## src/rtl/rvv_backend_dispatch_bt_sched_pkg.sv

```systemverilog
// Shared dispatch types for the byte-type scheduler.
// Holds uop info, generator result and tagged response bundle.
package rvv_backend_dispatch_bt_sched_pkg;

    localparam int NUM_DP_UOP = 4;
    localparam int BT_ID_W    = $clog2(NUM_DP_UOP);

    typedef struct packed {
        logic [7:0] vl;
        logic [7:0] vstart;
        logic [1:0] vsew;
        logic [2:0] uop_index;
    } UOP_INFO_t;

    typedef struct packed {
        logic [15:0] vd;
        logic [15:0] vs2;
    } UOP_OPN_BYTE_TYPE_t;

    typedef struct packed {
        logic [BT_ID_W-1:0] id;
        UOP_OPN_BYTE_TYPE_t bt;
    } BT_RSP_t;

endpackage

```

## src/rtl/rvv_backend_dispatch_bt_sched_if.sv

```systemverilog
// Request / generator / response bundle of the byte-type scheduler.
// The scheduler uses slave; the dispatch side uses master.
interface rvv_backend_dispatch_bt_sched_if
    import rvv_backend_dispatch_bt_sched_pkg::*;
#(
    parameter int NUM_REQ = NUM_DP_UOP
);
    localparam int IW = $clog2(NUM_REQ);

    logic               flush;
    logic [NUM_REQ-1:0] req_valid;
    UOP_INFO_t          req_uop_info [NUM_REQ];
    logic [NUM_REQ-1:0] req_ready;
    UOP_INFO_t          gen_uop_info;
    UOP_OPN_BYTE_TYPE_t gen_byte_type;
    logic               rsp_valid;
    logic [IW-1:0]      rsp_id;
    UOP_OPN_BYTE_TYPE_t rsp_byte_type;
    logic               rsp_ready;
    logic               busy;

    modport slave (
        input  flush, req_valid, req_uop_info,
        input  gen_byte_type, rsp_ready,
        output req_ready, gen_uop_info,
        output rsp_valid, rsp_id, rsp_byte_type, busy
    );

    modport master (
        output flush, req_valid, req_uop_info,
        output gen_byte_type, rsp_ready,
        input  req_ready, gen_uop_info,
        input  rsp_valid, rsp_id, rsp_byte_type, busy
    );

endinterface

```

## src/rtl/rvv_backend_dispatch_bt_sched_rr_arbiter.sv

```systemverilog
// Round-robin arbiter: first requester at or after ptr_i wins.
// Pure combinational; the owner keeps the pointer.
module rvv_backend_rr_arbiter #(
    parameter int N  = 4,
    parameter int IW = $clog2(N)
) (
    input  logic [N-1:0]  req_i,
    input  logic [IW-1:0] ptr_i,
    output logic [N-1:0]  gnt_o,
    output logic [IW-1:0] idx_o,
    output logic          any_o
);

    int c;

    // Scan backwards so the nearest requester from ptr_i wins last.
    always_comb begin
        c     = 0;
        idx_o = '0;
        any_o = 1'b0;
        for (int i = N - 1; i >= 0; i--) begin
            c = (int'(ptr_i) + i) % N;
            if (req_i[IW'(c)]) begin
                idx_o = IW'(c);
                any_o = 1'b1;
            end
        end
        gnt_o        = '0;
        gnt_o[idx_o] = any_o;
    end

endmodule

```

## src/rtl/rvv_backend_dispatch_bt_sched.sv

```systemverilog
// Shares one byte-type generator among dispatch slots round-robin,
// queuing tagged results in a small response FIFO.
module rvv_backend_dispatch_bt_sched
    import rvv_backend_dispatch_bt_sched_pkg::*;
#(
    parameter int NUM_REQ   = NUM_DP_UOP,
    parameter int RSP_DEPTH = 2
) (
    input logic                          clk,
    input logic                          rst_n,
    rvv_backend_dispatch_bt_sched_if.slave bt_if
);

    localparam int IW = $clog2(NUM_REQ);
    localparam int PW = $clog2(RSP_DEPTH);
    localparam int CW = PW + 1;

    logic [IW-1:0]      rr_ptr_q, rr_ptr_d;
    logic [IW-1:0]      gnt_idx;
    logic [NUM_REQ-1:0] gnt_oh;
    logic               gnt_any;
    BT_RSP_t            fifo_q [RSP_DEPTH];
    logic [PW-1:0]      wr_ptr_q, rd_ptr_q;
    logic [CW-1:0]      cnt_q, cnt_d;
    logic               space, push, pop;

    rvv_backend_rr_arbiter #(
        .N  (NUM_REQ),
        .IW (IW)
    ) u_arb (
        .req_i (bt_if.req_valid),
        .ptr_i (rr_ptr_q),
        .gnt_o (gnt_oh),
        .idx_o (gnt_idx),
        .any_o (gnt_any)
    );

    assign pop   = (cnt_q != '0) & bt_if.rsp_ready;
    assign space = (cnt_q < CW'(RSP_DEPTH)) | pop;
    // rst_n gate keeps ready low while reset is held.
    assign push  = rst_n & gnt_any & space & ~bt_if.flush;
    assign cnt_d = cnt_q + CW'(push) - CW'(pop);

    always_comb begin
        rr_ptr_d = rr_ptr_q;
        if (push) begin
            rr_ptr_d = (gnt_idx == IW'(NUM_REQ - 1)) ? '0
                     : gnt_idx + IW'(1);
        end
    end

    assign bt_if.req_ready     = push ? gnt_oh : '0;
    assign bt_if.gen_uop_info  = push ? bt_if.req_uop_info[gnt_idx] : '0;
    assign bt_if.rsp_valid     = (cnt_q != '0);
    assign bt_if.rsp_id        = IW'(fifo_q[rd_ptr_q].id);
    assign bt_if.rsp_byte_type = fifo_q[rd_ptr_q].bt;
    assign bt_if.busy          = (cnt_q != '0) | (|bt_if.req_valid);

    always_ff @(posedge clk or negedge rst_n) begin
        if (!rst_n) begin
            rr_ptr_q <= '0;
            wr_ptr_q <= '0;
            rd_ptr_q <= '0;
            cnt_q    <= '0;
            for (int i = 0; i < RSP_DEPTH; i++) begin
                fifo_q[i] <= '0;
            end
        end else if (bt_if.flush) begin
            rr_ptr_q <= '0;
            wr_ptr_q <= '0;
            rd_ptr_q <= '0;
            cnt_q    <= '0;
        end else begin
            if (push) begin
                fifo_q[wr_ptr_q].id <= BT_ID_W'(gnt_idx);
                fifo_q[wr_ptr_q].bt <= bt_if.gen_byte_type;
            end
            wr_ptr_q <= wr_ptr_q + PW'(push);
            rd_ptr_q <= rd_ptr_q + PW'(pop);
            cnt_q    <= cnt_d;
            rr_ptr_q <= rr_ptr_d;
        end
    end

endmodule

```

## src/flat_wrapper.sv

```systemverilog
// flat-port wrapper written by rule: the top's interface ports become plain ports
module rvv_backend_dispatch_bt_sched_flat import rvv_backend_dispatch_bt_sched_pkg::*;
#(
    parameter int NUM_REQ   = NUM_DP_UOP,
    parameter int RSP_DEPTH = 2
)
  (clk, rst_n, bt_if_flush, bt_if_req_valid, bt_if_req_uop_info, bt_if_gen_byte_type, bt_if_rsp_ready, bt_if_req_ready, bt_if_gen_uop_info, bt_if_rsp_valid, bt_if_rsp_id, bt_if_rsp_byte_type, bt_if_busy);
  rvv_backend_dispatch_bt_sched_if #(.NUM_REQ(NUM_REQ)) bt_if_i ();
  input logic clk;
  input logic rst_n;
  input wire logic [$bits(bt_if_i.flush)-1:0] bt_if_flush;
  input wire logic [$bits(bt_if_i.req_valid)-1:0] bt_if_req_valid;
  input wire logic [$bits(bt_if_i.req_uop_info)-1:0] bt_if_req_uop_info;
  input wire logic [$bits(bt_if_i.gen_byte_type)-1:0] bt_if_gen_byte_type;
  input wire logic [$bits(bt_if_i.rsp_ready)-1:0] bt_if_rsp_ready;
  output wire logic [$bits(bt_if_i.req_ready)-1:0] bt_if_req_ready;
  output wire logic [$bits(bt_if_i.gen_uop_info)-1:0] bt_if_gen_uop_info;
  output wire logic [$bits(bt_if_i.rsp_valid)-1:0] bt_if_rsp_valid;
  output wire logic [$bits(bt_if_i.rsp_id)-1:0] bt_if_rsp_id;
  output wire logic [$bits(bt_if_i.rsp_byte_type)-1:0] bt_if_rsp_byte_type;
  output wire logic [$bits(bt_if_i.busy)-1:0] bt_if_busy;
  assign bt_if_i.flush = bt_if_flush;
  assign bt_if_i.req_valid = bt_if_req_valid;
  assign bt_if_i.req_uop_info = {>>{bt_if_req_uop_info}};
  assign bt_if_i.gen_byte_type = bt_if_gen_byte_type;
  assign bt_if_i.rsp_ready = bt_if_rsp_ready;
  assign bt_if_req_ready = bt_if_i.req_ready;
  assign bt_if_gen_uop_info = bt_if_i.gen_uop_info;
  assign bt_if_rsp_valid = bt_if_i.rsp_valid;
  assign bt_if_rsp_id = bt_if_i.rsp_id;
  assign bt_if_rsp_byte_type = bt_if_i.rsp_byte_type;
  assign bt_if_busy = bt_if_i.busy;
  rvv_backend_dispatch_bt_sched #(.NUM_REQ(NUM_REQ), .RSP_DEPTH(RSP_DEPTH)) u_core (.clk(clk), .rst_n(rst_n), .bt_if(bt_if_i));
endmodule
```

## config.mk

```make
export PLATFORM = sky130hd
export DESIGN_NAME = rvv_backend_dispatch_bt_sched_flat
export DESIGN_NICKNAME = d
export VERILOG_FILES = /design/src/rtl/rvv_backend_dispatch_bt_sched_pkg.sv /design/src/rtl/rvv_backend_dispatch_bt_sched_if.sv /design/src/rtl/rvv_backend_dispatch_bt_sched_rr_arbiter.sv /design/src/rtl/rvv_backend_dispatch_bt_sched.sv /design/src/flat_wrapper.sv
export SDC_FILE = /design/constraint.sdc
export NUM_CORES = 1
export LEC_CHECK = 0
export CAP_MARGIN = 40
export CORE_MARGIN = 2
export CORE_UTILIZATION = 43
export CTS_CLUSTER_DIAMETER = 200
export DETAILED_ROUTE_END_ITERATION = 12
export PLACE_DENSITY_LB_ADDON = 0.3
export SYNTH_ARGS = -nofsm -noshare
export SYNTH_HDL_FRONTEND = slang
export SYNTH_HIERARCHICAL = 1
export SYNTH_SLANG_ARGS = --single-unit
export TNS_END_PERCENT = 5
```

## constraint.sdc

```tcl
create_clock -name clk -period 3.96 [get_ports clk]
set_clock_uncertainty 0.05 [all_clocks]
set_input_delay 0.792 -clock clk [delete_from_list [all_inputs] [get_ports clk]]
set_output_delay 0.792 -clock clk [all_outputs]
set_load 0.005 [all_outputs]
```

=== Word level (Yosys, flattened, before mapping) ===
Cells that the tools add are included.

* Flip-flop bits (word level): 74
* Latch bits: 0
* Memory bits (writable): 0
* Memory bits (read-only): 0
* Bits of input ports: 124
* Output and inout bits: 61
* Logic and storage cells: 89
* Memories: 0

* Add/subtract/negate cells: 8
* Multiply operators: 0
* Divide/modulo/power cells: 0
* $lt $le $gt $ge: 11
* Eq/ne operators: 1
* Shift operators: 0
* Multiplexer cells: 42
* Bitwise operators: 11
* Reductions and logical operators: 6

{| class="wikitable"
|+ Operators with widths
! cell !! number
|-
| 68-bit bitwise mux || 2
|-
| 34-bit 2-to-1 mux || 4
|-
| 34-bit demux with 1-bit select || 2
|-
| 21-bit 2-to-1 mux || 3
|-
| 21-bit binary-select mux with 2-bit select || 1
|-
| 32-bit 2-to-1 mux || 1
|-
| 2-bit by 4-bit less-than comparator with 1-bit output (second input constant) || 4
|-
| 2-bit 2-to-1 mux || 8
|-
| 1-bit 2-to-1 mux || 15
|-
| 1-bit binary-select mux with 2-bit select || 4
|-
| 2-bit by 1-bit adder with 2-bit output (second input constant) || 2
|-
| 2-bit adder (second input constant) || 2
|-
| 1-bit AND || 4
|-
| 4-bit AND || 1
|-
| 2-bit >= comparator (second input constant) || 2
|-
| 4-bit 2-to-1 mux || 1
|-
| 1-bit inverter with 2-bit output || 2
|-
| 2-bit nonzero test || 2
|-
| 4-bit OR reduction || 1
|-
| 3-bit >= comparator (second input constant) || 1
|-
| 2-bit by 3-bit less-than comparator with 1-bit output (second input constant) || 1
|-
| 2-bit inverter with 3-bit output || 1
|-
| 1-bit adder || 2
|-
| 2-bit by 1-bit adder with 2-bit output || 1
|-
| other kinds (10) || 12
|}

=== Depth between registers and ports, before layout ===
Gate-level depths: netlist (run 1).

* Depth after elaboration: 14
* Mapped depth: 11
* Mapped depth without buffers: 10

=== Hierarchy ===
The synthesis (run 1) kept the hierarchy.

{| class="wikitable"
|+ Modules (own cells, without submodules)
! module !! instances !! cells each !! area an instance (um2) !! sequential area each (um2)
|-
| rvv_backend_dispatch_bt_sched || 1 || 266 || 4080.2 || 1851.8
|-
| rvv_backend_rr_arbiter || 1 || 28 || 176.4 || 0.0
|}

=== Least setup slack after synthesis (run 1) ===
OpenSTA, ideal clock, no wires.

* Kind: in2out
* From: input port bt_if_req_valid[2]
* To: output port bt_if_gen_uop_info[10]
* Arrival time: 2.437 ns
* Required time: 3.118 ns
* Setup slack: 0.681 ns
* Stages: 7
* Path buffers: 2
* Cells stage by stage: nor2b_2 > nor3_1 > o22a_1 > buf_2 > buf_2 > mux4_2 > and2_1

* Cells in the longest elaborated chain, start to end: 12
* Elaborated cells on any way between the ends: 28
* Those cells by class: mux (24); bitwise (4)

{| class="wikitable"
|+ RTL lines
! element !! RTL line !! text
|-
| start: declaration || flat_wrapper.sv:12 || <nowiki>input wire logic [$bits(bt_if_i.req_valid)-1:0] bt_if_req_valid;</nowiki>
|-
| 1-bit binary-select mux with 2-bit select || rvv_backend_dispatch_bt_sched_rr_arbiter.sv:23 || <nowiki>if (req_i[IW'(c)]) begin</nowiki>
|-
| 1-bit 2-to-1 mux (not written as such) (2 in a row) || rvv_backend_dispatch_bt_sched_rr_arbiter.sv:23 ||
|-
| 2-bit 2-to-1 mux (3 in a row) || rvv_backend_dispatch_bt_sched_rr_arbiter.sv:23 ||
|-
| 2-bit 2-to-1 mux (*) || rvv_backend_dispatch_bt_sched_rr_arbiter.sv:23 ||
|-
| named net u_core.gnt_idx[0] || rvv_backend_dispatch_bt_sched.sv:19 || <nowiki>logic [IW-1:0] gnt_idx;</nowiki>
|-
| 2-bit inverter with 3-bit output (not written as such) (*) || rvv_backend_dispatch_bt_sched.sv:53 || <nowiki>assign bt_if.gen_uop_info = push ? bt_if.req_uop_info[gnt_idx] : '0;</nowiki>
|-
| 21-bit binary-select mux with 2-bit select (*) || rvv_backend_dispatch_bt_sched.sv:53 ||
|-
| 21-bit 2-to-1 mux (not written as such) (*) (2 in a row) || rvv_backend_dispatch_bt_sched.sv:53 ||
|-
| 21-bit 2-to-1 mux (*) || rvv_backend_dispatch_bt_sched.sv:53 ||
|-
| end: declaration || flat_wrapper.sv:17 || <nowiki>output wire logic [$bits(bt_if_i.gen_uop_info)-1:0] bt_if_gen_uop_info;</nowiki>
|}

Mark *: on every way through the listed nets, which the timed path passes. The rest lies on a longest branch. The select of a mux whose other input is x is not followed.

=== Worst setup path in the final report (run 1) ===
* From: input port bt_if_req_valid[2]
* To: output port bt_if_gen_uop_info[19]

Same word-level chain as after synthesis.

==> results of run 1 <==
per-layer routing:
| layer | global-route usage | wire, um |
|---|---|---|
| met1 | 0.253 | 4380 |
| met2 | 0.368 | 6080 |
| met3 | 0.0719 | 1110 |
| met4 | 0.106 | 262 |
| met5 | 0 | 0 |
final cells by class:
type	count	area, um2	area share
multi-input combinational	197	2280	0.343
sequential	74	1850	0.278
antenna	2	5.00	0.000752
inverter	4	15.0	0.00226
timing repair buffer	209	2120	0.318
tap	133	166	0.0250
clock buffer	9	124	0.0186
clock inverter	7	93.8	0.0141
registers in the layout, indices dropped and copies added (netlist names):
| name | count |
|---|---|
| u_core/cnt_q | 2 |
| u_core/rr_ptr_q | 2 |
| u_core/wr_ptr_q | 1 |
| u_core/rd_ptr_q | 1 |
| u_core/fifo_q | 68 |
per-stage QoR:
stage | cells | area [um2] | setup slack, ns
floorplan | 294 | 4260 | 0.681
global placement | 611 | 6320 | -0.122
detailed placement | 613 | 6360 | -0.147
CTS | 633 | 6650 | 0.0287
global route | 635 | 6660 | 0.0154
finish | 635 | 6660 | 0.103
cell families after synthesis:
logic type               share of synthesized area
flip-flops                                   0.435
multiplexers                                 0.407
XOR/XNOR                                   0.00412
buffers and inverters                       0.0356
adder cells (fa/ha/maj)                    0.00882
AO/OA/AOI/OAI                               0.0288
AND/OR/NAND/NOR                             0.0811
report_power, final:
part / internal (mW) / switching [mW] / leakage [nW]
clock network: 0.353 / 0.293 / 0.105
logic: 1.22 / 0.519 / 1.80
registers: 1.08 / 0.199 / 0.887
worst paths after layout:
kind / endpoint / slack (ns)
hold reg to reg: u_core/fifo_q[5] / 0.45
min in group clk: u_core/fifo_q[5] / 0.45
hold / removal: u_core/fifo_q[33] / 0.37
setup reg to reg: u_core/cnt_q[1] / 1.80
setup / recovery: bt_if_gen_uop_info[19] / 0.10
max in group asynchronous: u_core/fifo_q[28] / 2.94
cell usage in the layout (no fill, tap or decap), types with 2 or more instances in the layout:
master           instances
dlygate4sd2_1            3
mux2_4                  29
clkinv_2                 2
buf_4                   18
a22o_1                   2
o31a_1                   2
nor3_1                   3
mux4_2                  21
inv_1                    4
clkdlybuf4s50_1        178
dfrtp_1                 74
diode_2                  2
clkinvlp_4               2
nor2_1                   7
dlymetal6s2s_1           2
clkbuf_8                 9
o21ai_0                  4
nor3_2                   2
ha_1                     3
buf_12                   4
bufinv_16                2
mux2_1                   2
buf_16                   2
a21oi_1                  2
nor2b_1                  2
and2_1                  24
mux2_2                  71
critical path, stage by stage:
cell and delay, ns:
dlygate4sd2_1 0.29, nor2b_2 0.18, nor3_2 0.16, o22a_2 0.25, buf_6 0.15, mux4_2 0.57, and2_4 0.19, clkdlybuf4s50_1 0.43
timing repair:
action,4_1_cts,5_1_grt
pin swaps,1,1
setup endpoints to repair,21,9
setup buffers,3,0
gates cloned,1,0
resized for setup,10,2
endpoints found under the hold margin,0,0
==> summary.txt, run 1 <==
Floorplan
  – Core area: between 0.009 and 0.01 mm2
  – Chip height: between 100 and 150 um
  – Rows: 36
  – I/O pin total: roughly 190
  – Die Area: between 0.01 and 0.015 mm2
  – Initial Utilization: 0.440
  – Die width: a little over 100 um

Run status
  – Outcome: complete, no violations

Drt
  – ANT nets after route: 0
  – Drt first pass iters: 4
  – Via count: between 3000 and 4000
  – WL final: 11800 um
  – DRT iter0 DRCs: 96
  – Remaining DRCs: 0
  – WL per Instance: 18.6 um
  – Vias per inst: ~5.1

Yosys
  – YS warnings: 6
  – Synth Flop Type: dfrtp_1
  – Cell with the most instances after synthesis: dfrtp_1
  – Post-synthesis cell type count: a little over 40
  – Asr flop ratio synth: 1.00
  – Synthesized cell area: roughly 0.0043 mm2
  – Area leader, netlist: dfrtp_1
  – Syn Area/Cell: 14.5 um2
  – Sequential share of the synthesized area: 0.435
  – Synthesized flop and latch total: 74
  – Top post-synthesis cells by count: dfrtp_1, mux2_2, mux2_4, and2_1, mux4_2
  – Syn Nets: around 420
  – Syn Inst Count: 294
  – Post-synth top area share: 0.435
  – Ranking of synthesized cells by area: dfrtp_1, mux2_2, mux4_2
  – Number of flops mapped to enable cells by yosys: 0

Critical path
  – R2r startpoint: u_core/cnt_q[1]
  – Crit. Startpoint: bt_if_req_valid[2]
  – Required @ worst endpoint: approximately 3.1 ns
  – Crit end category: output port
  – Critical path class: in2out
  – Startpoint types: input port
  – Crit path DAT: 3.02 ns
  – Cells on worst reg2reg path: 10
  – Critical Path Fanout Max: 4

Power and ir drop
  – Power Total: roughly 3.7 mW
  – Leak: 2.80 nW
  – Max VDD drop: around 0.52 mV
  – Pwr per Cell Area: 550 mW/mm2

Clock network
  – CTS Sinks: 74
  – Htree depth: 3
  – Clock transition at path regs: 0.08 ns
  – CTS root buf: clkbuf_8
  – Hold-fix buffers, CTS: 0
  – CTS tree: yes
  – CTS buffer count: 9
  – Worst-Skew Late Latency: around 0.35 ns
  – CTS Buffer Depth: 2

Timing
  – Final Setup Violations: 0
  – Final hold viol count: 0
  – Setup_tns: 0 ns
  – WHS: 0.370 ns
  – Max frequency: approximately 0.26 GHz
  – Fin crit share: 0.974
  – Relative max-transition margin: 0.594
  – RSZ-0062 raised after global routing: no
  – Worst Max-Slew Pin Slew: around 0.61 ns
  – Final Max Slew Viols: 0
  – Fin crit period: 3.86 ns

Finish
  – Share of cells above drive strength 1: 0.358
  – End-of-flow core utilization: 0.687
  – Final #Nets: 622
  – P&R area growth vs syn: 56.3%
  – # fillers: a little over 700

Place
  – Final HPWL DP: 8870 um
  – Port buffer count: roughly 180
  – GP Congestion: slightly below 0.9

Hold path
  – Worst hold-check path type: in2async

Global route
  – Number of global-route vias before repair: 3382
  – Pin count of the biggest net entering global routing: 63
  – GRT Util Overall: 0.219
  – First-pass GRT wire length: 17400 um
  – Initial antenna violation count: 2
  – Final global-route overflow total: 0

Run
  – Max-Cap Viols: 0
Note: power is estimated with default switching activity, not from simulation.
==> run 2: changes to the inputs <==
--- a/config.mk
+++ b/config.mk
@@ -10,6 +10,7 @@
 export CORE_UTILIZATION = 43
 export CTS_CLUSTER_DIAMETER = 200
 export DETAILED_ROUTE_END_ITERATION = 12
+export HOLD_SLACK_MARGIN = 0.12
 export PLACE_DENSITY_LB_ADDON = 0.3
 export SYNTH_ARGS = -nofsm -noshare
 export SYNTH_HDL_FRONTEND = slang
==> results of run 2 <==
Final layout, timing and power as in run 1 (identical DEF).
==> run 3: changes to the inputs <==
--- a/config.mk
+++ b/config.mk
@@ -5,9 +5,10 @@
 export SDC_FILE = /design/constraint.sdc
 export NUM_CORES = 1
 export LEC_CHECK = 0
+export ABC_CLOCK_PERIOD_IN_PS = 3960
 export CAP_MARGIN = 40
 export CORE_MARGIN = 2
-export CORE_UTILIZATION = 43
+export CORE_UTILIZATION = 40
 export CTS_CLUSTER_DIAMETER = 200
 export DETAILED_ROUTE_END_ITERATION = 12
 export HOLD_SLACK_MARGIN = 0.12
==> summary.txt, run 3 (synthesized netlist as in run 1, its figures left out) <==
Place
  – Final HPWL DP: between 8000 and 9000 um
  – # placed instances: 613
  – Port buffer count: 184
  – GP Congestion: 0.794
  – Post-place setup slack: -0.0695 ns

Critical path
  – Delay of the slowest critical-path stage: 0.50 ns
  – Crit end category: output port
  – Critical path's most frequent cell: clkdlybuf4s50_1
  – Slowest-stage cell, CP: mux4_2
  – Top Family by Delay on Critical Path: buffers and inverters
  – Crit path DAT: 2.99 ns
  – Buffers & Inverters on Critical Path: 4
  – Critical path, cell by cell: clkdlybuf4s50_1, nor2b_1, nor3_2, o22a_2, buf_4, buf_16, mux4_2, and2_1, clkdlybuf4s50_1
  – Critical path class: in2out
  – Startpoint types: input port
  – Critical Path Fanout Max: 11
  – Required @ worst endpoint: about 3.1 ns

Global route
  – Initial antenna violation count: 0
  – Number of global-route vias before repair: 3464
  – First-pass GRT wire length: 18200 um
  – Pin count of the biggest net entering global routing: 63
  – Final global-route overflow total: 0
  – GRT Util Overall: 0.205

Finish
  – Most frequent cells in the layout: clkdlybuf4s50_1, dfrtp_1, mux2_2
  – Most flops, register: u_core/fifo_q
  – Antenna Cells: 0
  – Final non-filler cell total: between 600 and 700
  – Share of cells above drive strength 1: 0.352
  – P&R area growth vs syn: 56.6%
  – Most common library cell in the layout ignoring fill and taps: clkdlybuf4s50_1
  – Final #Nets: 622
  – Max reg flops: 68
  – Top Registers: u_core/fifo_q (68), u_core/cnt_q (2), u_core/rr_ptr_q (2)

Drt
  – WL final: roughly 12000 um
  – DRT iter0 DRCs: 101
  – Via count: 3249
  – ANT nets after route: 0
  – WL per Instance: ~18 um
  – Drt first pass iters: 4
  – Vias per inst: 5.11
  – Remaining DRCs: 0

Clock network
  – Hold-fix buffers, CTS: 0
  – CTS root buf: clkbuf_8
  – Htree depth: 3
  – CTS buffer count: 9
  – Clock transition at path regs: 0.08 ns
  – CTS Sinks: 74
  – Worst-Skew Late Latency: approximately 0.34 ns
  – CTS Buffer Depth: 2
  – CTS tree: yes

Floorplan
  – Die Area: 0.0115 mm2
  – Rows: 37
  – Die width: 107 um
  – Chip height: 107 um
  – I/O pin total: roughly 190
  – Initial Utilization: 0.412
  – Core area: 0.0103 mm2

Run
  – Max-Cap Viols: 0

Timing
  – Worst Max-Slew Pin Slew: 0.725 ns
  – Final setup slack of the worst path: 0.126 ns
  – Fin crit period: 3.83 ns
  – Max frequency: 0.261 GHz
  – Final Setup Violations: 0
  – Fin crit share: 0.968
  – Final Max Slew Viols: 0
  – Relative max-transition margin: 0.517
  – Final hold viol count: 0
  – RSZ-0062 raised after global routing: no

Run status
  – Outcome: complete, no violations

Hold path
  – Worst hold-check path type: in2async

Power and ir drop
  – Max VDD drop: between 0.4 and 0.5 mV
  – Pwr per Cell Area: 548 mW/mm2
  – Power Total: 3.65 mW
  – Leak: 2.84 nW
## run 3: path summary, 6_finish.rpt
kind,from,endpoint,slack [ns],depth (start not counted)
setup / recovery,bt_if_req_valid[3],bt_if_gen_uop_info[1],0.13,9
hold / removal,rst_n,u_core/fifo_q[1],0.41,2
hold reg to reg,u_core/fifo_q[5],u_core/fifo_q[5],0.44,1
max in group asynchronous,rst_n,u_core/fifo_q[18],2.91,3
setup reg to reg,u_core/cnt_q[1],u_core/cnt_q[1],1.86,10
min in group clk,u_core/fifo_q[5],u_core/fifo_q[5],0.44,1
## run 3: timing repair
item | CTS | global route
gates resized for setup | 8 | 5
setup endpoints to repair | 21 | 18
buffers inserted | 2 | 4
pin swaps | 1 | 0
cloned | 1 | 0
## run 3: layer usage
layer,vias to the layer above,track usage,share of wire
li1,1482,-,-
met1,1628,0.250,0.40
met2,125,0.356,0.50
met3,14,0.0565,0.085
met4,0,0.0584,0.014
met5,-,0,0
## run 3: final cells by class
type | count | area, um2
fill | 804 | 3660
multi-input combinational | 197 | 2280
timing repair buffer | 209 | 2130
sequential | 74 | 1850
tap | 136 | 170
clock buffer | 12 | 145
clock inverter | 4 | 73.8
inverter | 4 | 15.0
## run 3: where the power goes
part,internal [mW],leakage (nW),switching [mW]
clock,0.374,0.111,0.271
combinational,1.22,1.84,0.510
sequential,1.08,0.887,0.198
total,2.67,2.84,0.979
## run 3: through the flow
stage	TNS (ns)	util	instance area, um2	hold WS, ns
finish	0	0.646	6670	0.405
global route	0	0.646	6670	0.400
CTS	0	0.641	6620	0.397
detailed placement	-1.16	0.615	6350	0.419
global placement	-0.131	0.612	6320	0.411
floorplan	0	-	4260	0.402
==> patch 1: new RTL, settings of run 2 <==
`RSP_DEPTH` is set to 2 in 2 places; all go to 4.
--- a/src/rtl/rvv_backend_dispatch_bt_sched.sv
+++ b/src/rtl/rvv_backend_dispatch_bt_sched.sv
@@ -4,7 +4,7 @@
     import rvv_backend_dispatch_bt_sched_pkg::*;
 #(
     parameter int NUM_REQ   = NUM_DP_UOP,
-    parameter int RSP_DEPTH = 2
+    parameter int RSP_DEPTH = 4
 ) (
     input logic                          clk,
     input logic                          rst_n,
--- a/src/flat_wrapper.sv
+++ b/src/flat_wrapper.sv
@@ -2,7 +2,7 @@
 module rvv_backend_dispatch_bt_sched_flat import rvv_backend_dispatch_bt_sched_pkg::*;
 #(
     parameter int NUM_REQ   = NUM_DP_UOP,
-    parameter int RSP_DEPTH = 2
+    parameter int RSP_DEPTH = 4
 )
   (clk, rst_n, bt_if_flush, bt_if_req_valid, bt_if_req_uop_info, bt_if_gen_byte_type, bt_if_rsp_ready, bt_if_req_ready, bt_if_gen_uop_info, bt_if_rsp_valid, bt_if_rsp_id, bt_if_rsp_byte_type, bt_if_busy);
   rvv_backend_dispatch_bt_sched_if #(.NUM_REQ(NUM_REQ)) bt_if_i ();
Check against the original RTL: not equivalent (Yosys sat finds a counterexample within 4 cycles, from zero or initial values and one cycle with rst_n low).
==> patch 1 against run 2 <==
Critical path depth stayed put; count of clock-buffer cells in the layout is 13 higher; wire length up 57%; worst setup slack worse by 0.097 ns; register-to-register slack worse by 0.22 ns; final cell count rose by 41%; power up 58%; via count up 47%; sequential cell count grew 71; design area is 52% higher; synthesized area rose by 71%; clock power grew 140%.
==> patch 1: results (changes against run 2) <==
The clock latency at the later pin of the worst-skew pair came out at 0.41 ns (was 0.35 ns). The largest net degree at the start of global routing came to 61 (was 63). Cell types occupying the most area after synthesis: dfrtp_1 50%, mux2_2 19%, mux4_2 17% (was dfrtp_1 44%, mux2_2 19%, mux4_2 11%). The first-pass GRT wire length is 29,600 microns (was 17,400 microns). The slowest stage cell on the critical path is clkdlybuf4s50_1 (was mux4_2). The post-place instance area is 0.00943 sq mm (was 0.00636 sq mm). The largest fanout of any net on the critical path is 5 (was 4). The filler cell count in the final layout came out at 1,234 (was 717). The proportion of layout cells with a drive suffix above 1 came out at 0.380 (was 0.358). The count of warnings emitted by yosys came to 6 (unchanged). The actual slew at the worst max-slew pin is 0.750 ns (was 0.610 ns). The mean post-synth cell area was 15.8 sq um (was 14.5 sq um). The sum of net half-perimeters after detailed placement came out at 12,800 microns (was 8870 microns).

The reg-to-reg endpoint is u_core/rr_ptr_q[1] (was u_core/cnt_q[1]). The number of nets in the final layout came out at 791 (was 622). The total instance count after detailed placement was 855 (was 613).

The clock input transition at the sequential cells of the worst setup and hold paths is 0.06 ns (was 0.08 ns). The fraction of the yosys area taken by sequential cells was 0.499 (was 0.435). The via count of the first global-routing pass came out at 5,380 (was 3,382). The arrival time of the worst setup path came out at 3.11 ns (was 3.02 ns).

The TritonCTS buffer count is 17 (was 9). The via density per instance came out at 5.33 (was 5.10). The total via count in the routed design was 4,762 (was 3,236). Outcome: finished, final reports clean (unchanged). The leakage power of the design came out at 4.27 nW (was 2.80 nW). The largest vdd supply drop was 467 uV (was 523 uV). The post-synth net total is 589 (was 421). The peak per-stage delay on the critical path is 0.49 ns (was 0.57 ns). Regs by FF count: u_core/fifo_q (136), u_core/cnt_q (3) (was u_core/fifo_q (68), u_core/cnt_q (2), u_core/rr_ptr_q (2)). The register-to-register setup slack is 1.58 ns (was 1.80 ns). The final wirelength came out at 18,600 microns (was 11,800 microns). The number of unique standard cell types used by synthesis was 37 (was 41).

The total global routing track utilization was 0.218 (was 0.219). The H-tree level count is 4 (was 3). The number of antenna violations at the first check in global routing came out at 0 (was 2). The number of inserted diodes came to 0 (was 2). The number of DRC violations after detailed-routing iteration 0 came to 169 (was 96).

The last weighted congestion value of the routability-driven placer came out at 0.912 (was 0.880). The total of max-cap violations came out at 0 (unchanged).
==> patch 1: cell count changes after synthesis, moves of 5 or more <==
cell | run 2 | this run
dfrtp_1 | 74 | 145
mux2_2 | 71 | 125
mux4_2 | 21 | 55
mux2_4 | 29 | 0
mux2_1 | 2 | 11
buf_4 | 0 | 6
buf_6 | 1 | 6
==> patch 1: timing repair <==
action                                  4_1_cts  5_1_grt
endpoints found under the hold margin         0        0
pin swaps                                     2        1
resized for setup                            16        3
cloned                                        2        1
endpoints found under the setup margin       21       14
buffers inserted                              0        4
==> patch 1: worst max path at each step <==
stage	from	to	slack, ns
floorplan	bt_if_req_valid[2]	bt_if_gen_uop_info[10]	0.63
global placement	bt_if_req_valid[1]	bt_if_gen_uop_info[1]	-0.02
detailed placement	bt_if_req_valid[2]	bt_if_gen_uop_info[3]	-0.06
CTS	bt_if_req_valid[1]	bt_if_gen_uop_info[18]	-0.04
global route	bt_if_req_valid[1]	bt_if_gen_uop_info[18]	-0.04
finish	bt_if_req_valid[1]	bt_if_gen_uop_info[18]	0.006
==> patch 1: kinds of logic (layout without fill, tap and decap cells) <==
group / count (synthesis) / after routing / share of synthesized area
AND/OR/NAND/NOR: 61 / 61 / 0.0598
XOR/XNOR: 4 / 4 / 0.00482
adder cells (fa/ha/maj): 6 / 6 / 0.0114
multiplexers: 191 / 191 / 0.381
AO/OA/AOI/OAI: 15 / 15 / 0.0134
buffers and inverters: 37 / 252 / 0.0300
flip-flops: 145 / 145 / 0.499
==> patch 1: layout make-up <==
class                   count  area [sq um]  area share
clock inverters            10           110      0.0109
clock buffers              22           464      0.0458
repair buffers            214          2180       0.216
well taps                 220           275      0.0272
flip-flops and latches    145          3630       0.358
multi-input cells         277          3450       0.340
inverters                   6          22.5     0.00222
==> patch 1: routing by layer <==
metal | vias to the layer above | wire, microns | track usage
li1 | 2126 | - | -
met1 | 2471 | 7050 | 0.248
met2 | 149 | 10100 | 0.396
met3 | 16 | 1210 | 0.0658
met4 | 0 | 244 | 0.0621
met5 | - | 0 | 0
==> patch 1: per-stage QoR <==
| step | hold WS [ns] | setup WS, ns | util |
|---|---|---|---|
| after floorplan | 0.402 | 0.628 | - |
| after global placement | 0.412 | -0.0214 | 0.569 |
| after detailed placement | 0.425 | -0.0646 | 0.571 |
| after global routing | 0.395 | -0.0421 | 0.613 |
| final | 0.376 | 0.00632 | 0.613 |
| after CTS | 0.384 | -0.0391 | 0.609 |
==> patch 1: power by group <==
part | switching (mW) | leakage (nW) | internal, mW
registers | 0.261 | 1.85 | 1.91
logic | 0.662 | 2.15 | 1.39
clock network | 0.596 | 0.272 | 0.955
==> patch 2: new RTL, flow settings as in run 2 <==
Without the edit above. Make the reset (`rst_n`) synchronous in one clocked block.
--- a/src/rtl/rvv_backend_dispatch_bt_sched.sv
+++ b/src/rtl/rvv_backend_dispatch_bt_sched.sv
@@ -56,7 +56,7 @@
     assign bt_if.rsp_byte_type = fifo_q[rd_ptr_q].bt;
     assign bt_if.busy          = (cnt_q != '0) | (|bt_if.req_valid);
 
-    always_ff @(posedge clk or negedge rst_n) begin
+    always_ff @(posedge clk) begin
         if (!rst_n) begin
             rr_ptr_q <= '0;
             wr_ptr_q <= '0;
Function: differs if rst_n is asserted again (counterexample within 4 cycles, from zero or initial values and one cycle with rst_n low); with rst_n held inactive, the same outputs for 4 cycles.
==> patch 2 against run 2 <==
Synthesized area down 2.0%; sequential cell count did not move; design area shrank 0.13%; hold slack improved by 0.15 ns; worst setup slack lost 0.097 ns; critical endpoint is now bt_if_gen_uop_info[10]; first-iteration DRC count grew 7.3%; largest cell class is now registers; wire length up 4.5%.
Power is not compared: it rests on default switching activity, and its combinational part moved more than twofold at a synthesized area within 25%.
==> patch 2: results (changes against run 2) <==
Outcome: finished, final reports clean (unchanged). The fraction of the yosys area taken by sequential cells came out at 0.518 (was 0.435). The proportion of layout cells with a drive suffix above 1 is 0.216 (was 0.358). The number of antenna violations at the first check in global routing came out at 0 (was 2). The total via count in the routed design is 3,342 (was 3,236). The worst flop-to-flop path startpoint is u_core/cnt_q[1] (unchanged). The slowest stage cell on the critical path is clkdlybuf4s50_1 (was mux4_2). The largest fanout of any net on the critical path is 11 (was 4).

The largest net degree at the start of global routing came out at 38 (was 63). The worst slack at placement is -0.132 ns (was -0.147 ns). The count of port buffers added during placement is 184 (unchanged). The number of nets in the final layout came out at 632 (was 622). The top flip-flop cell by instance count after synthesis is edfxtp_1 (was dfrtp_1).

Cell types with the highest counts after synthesis: 68 x edfxtp_1, 60 x and2_1, 34 x and3_1, 34 x mux2_2, 17 x mux4_2 (was 74 x dfrtp_1, 71 x mux2_2, 29 x mux2_4, 25 x and2_1, 21 x mux4_2). The share of synthesized registers carrying an async set or reset came out at 0 (was 1.00). The mean post-synth cell area is 13.6 sq um (was 14.5 sq um).

The number of DRC violations after detailed-routing iteration 0 is 103 (was 96). The number of unique standard cell types used by synthesis is 42 (was 41). The last weighted congestion value of the routability-driven placer was 0.813 (was 0.880).

The number of setup buffers added after CTS was 0 (was 3). The number of inserted diodes is 0 (was 2). The hold slack came out at 0.521 ns (was 0.370 ns). The family with the most delay on the worst path is buffers and inverters (unchanged).

The total instance count after detailed placement is 622 (was 613). The arrival time of the worst setup path came out at 3.11 ns (was 3.02 ns). Cell types occupying the most area after synthesis: edfxtp_1 49%, mux2_2 9.2%, mux4_2 9.2% (was dfrtp_1 44%, mux2_2 19%, mux4_2 11%). The clock latency at the later pin of the worst-skew pair is 0.33 ns (was 0.35 ns). The class of the worst hold path is register to register (was primary input to asynchronous set/reset pin). The filler cell count in the final layout is 669 (was 717). The number of synthesized flops with an enable pin came out at 68 (was 0). The maximum clock frequency was 253 MHz (was 259 MHz). The post-synth net total came out at 434 (was 421). The sum of net half-perimeters after detailed placement came out at 9190 microns (was 8870 microns). The peak per-stage delay on the critical path came out at 0.49 ns (was 0.57 ns). The relative max-transition margin came out at 0.618 (was 0.594). The total global routing track utilization is 0.237 (was 0.219).

The via count of the first global-routing pass came to 3,638 (was 3,382). The startpoint of the worst setup timing path is bt_if_req_valid[1] (was bt_if_req_valid[2]). The first-pass GRT wire length came out at 18,300 microns (was 17,400 microns).
==> patch 2: logic make-up (layout without fill, tap and decap cells) <==
| logic type | after synthesis | count (layout) | share of synthesized area |
|---|---|---|---|
| fa+ha+maj | 3 | 3 | 0.00900 |
| xor+xnor | 2 | 2 | 0.00420 |
| flops | 74 | 74 | 0.518 |
| simple gates | 124 | 124 | 0.192 |
| compound gates | 20 | 20 | 0.0300 |
| buf+inv | 29 | 231 | 0.0378 |
| mux | 55 | 55 | 0.209 |
==> patch 2: power by group through the flow <==
stage               clock network [mW]  logic, mW  registers [mW]
global placement                     0      0.481           0.935
global route                     0.784      0.532           0.925
floorplan                            0      0.212           0.933
CTS                              0.755      0.504           0.920
finish                           0.740      0.497           0.920
detailed placement                   0      0.492           0.937
==> patch 2: worst paths after layout <==
path | endpoint | depth (start not counted)
setup / recovery | bt_if_gen_uop_info[10] | 8
hold / removal | u_core/cnt_q[1] | 2
setup reg to reg | u_core/cnt_q[1] | 11
hold reg to reg | u_core/cnt_q[1] | 2
==> patch 2: cell type report <==
type | count | area (sq um) | area share
inverters | 6 | 22.5 | 0.00339
clock inverters | 6 | 130 | 0.0196
multi-input cells | 204 | 1890 | 0.284
clock buffers | 9 | 124 | 0.0186
repair buffers | 210 | 2160 | 0.324
flip-flops and latches | 74 | 2160 | 0.325
well taps | 129 | 161 | 0.0243
==> patch 2: metal layers <==
layer  up-vias  part of all wire  track usage  wire length, microns
met5         -                 0            0                     0
met4         0             0.029       0.0985                   363
met3        16             0.080       0.0786                   994
met2       151              0.55        0.445                  6820
met1      1625              0.34        0.239                  4190
li1       1550                 -            -                     -
==> patch 2: timing repair <==
action / 4_1_cts / 5_1_grt
gates cloned: 1 / 0
pin swaps: 1 / 0
gates resized for setup: 12 / 16
endpoints found under the setup margin: 21 / 16
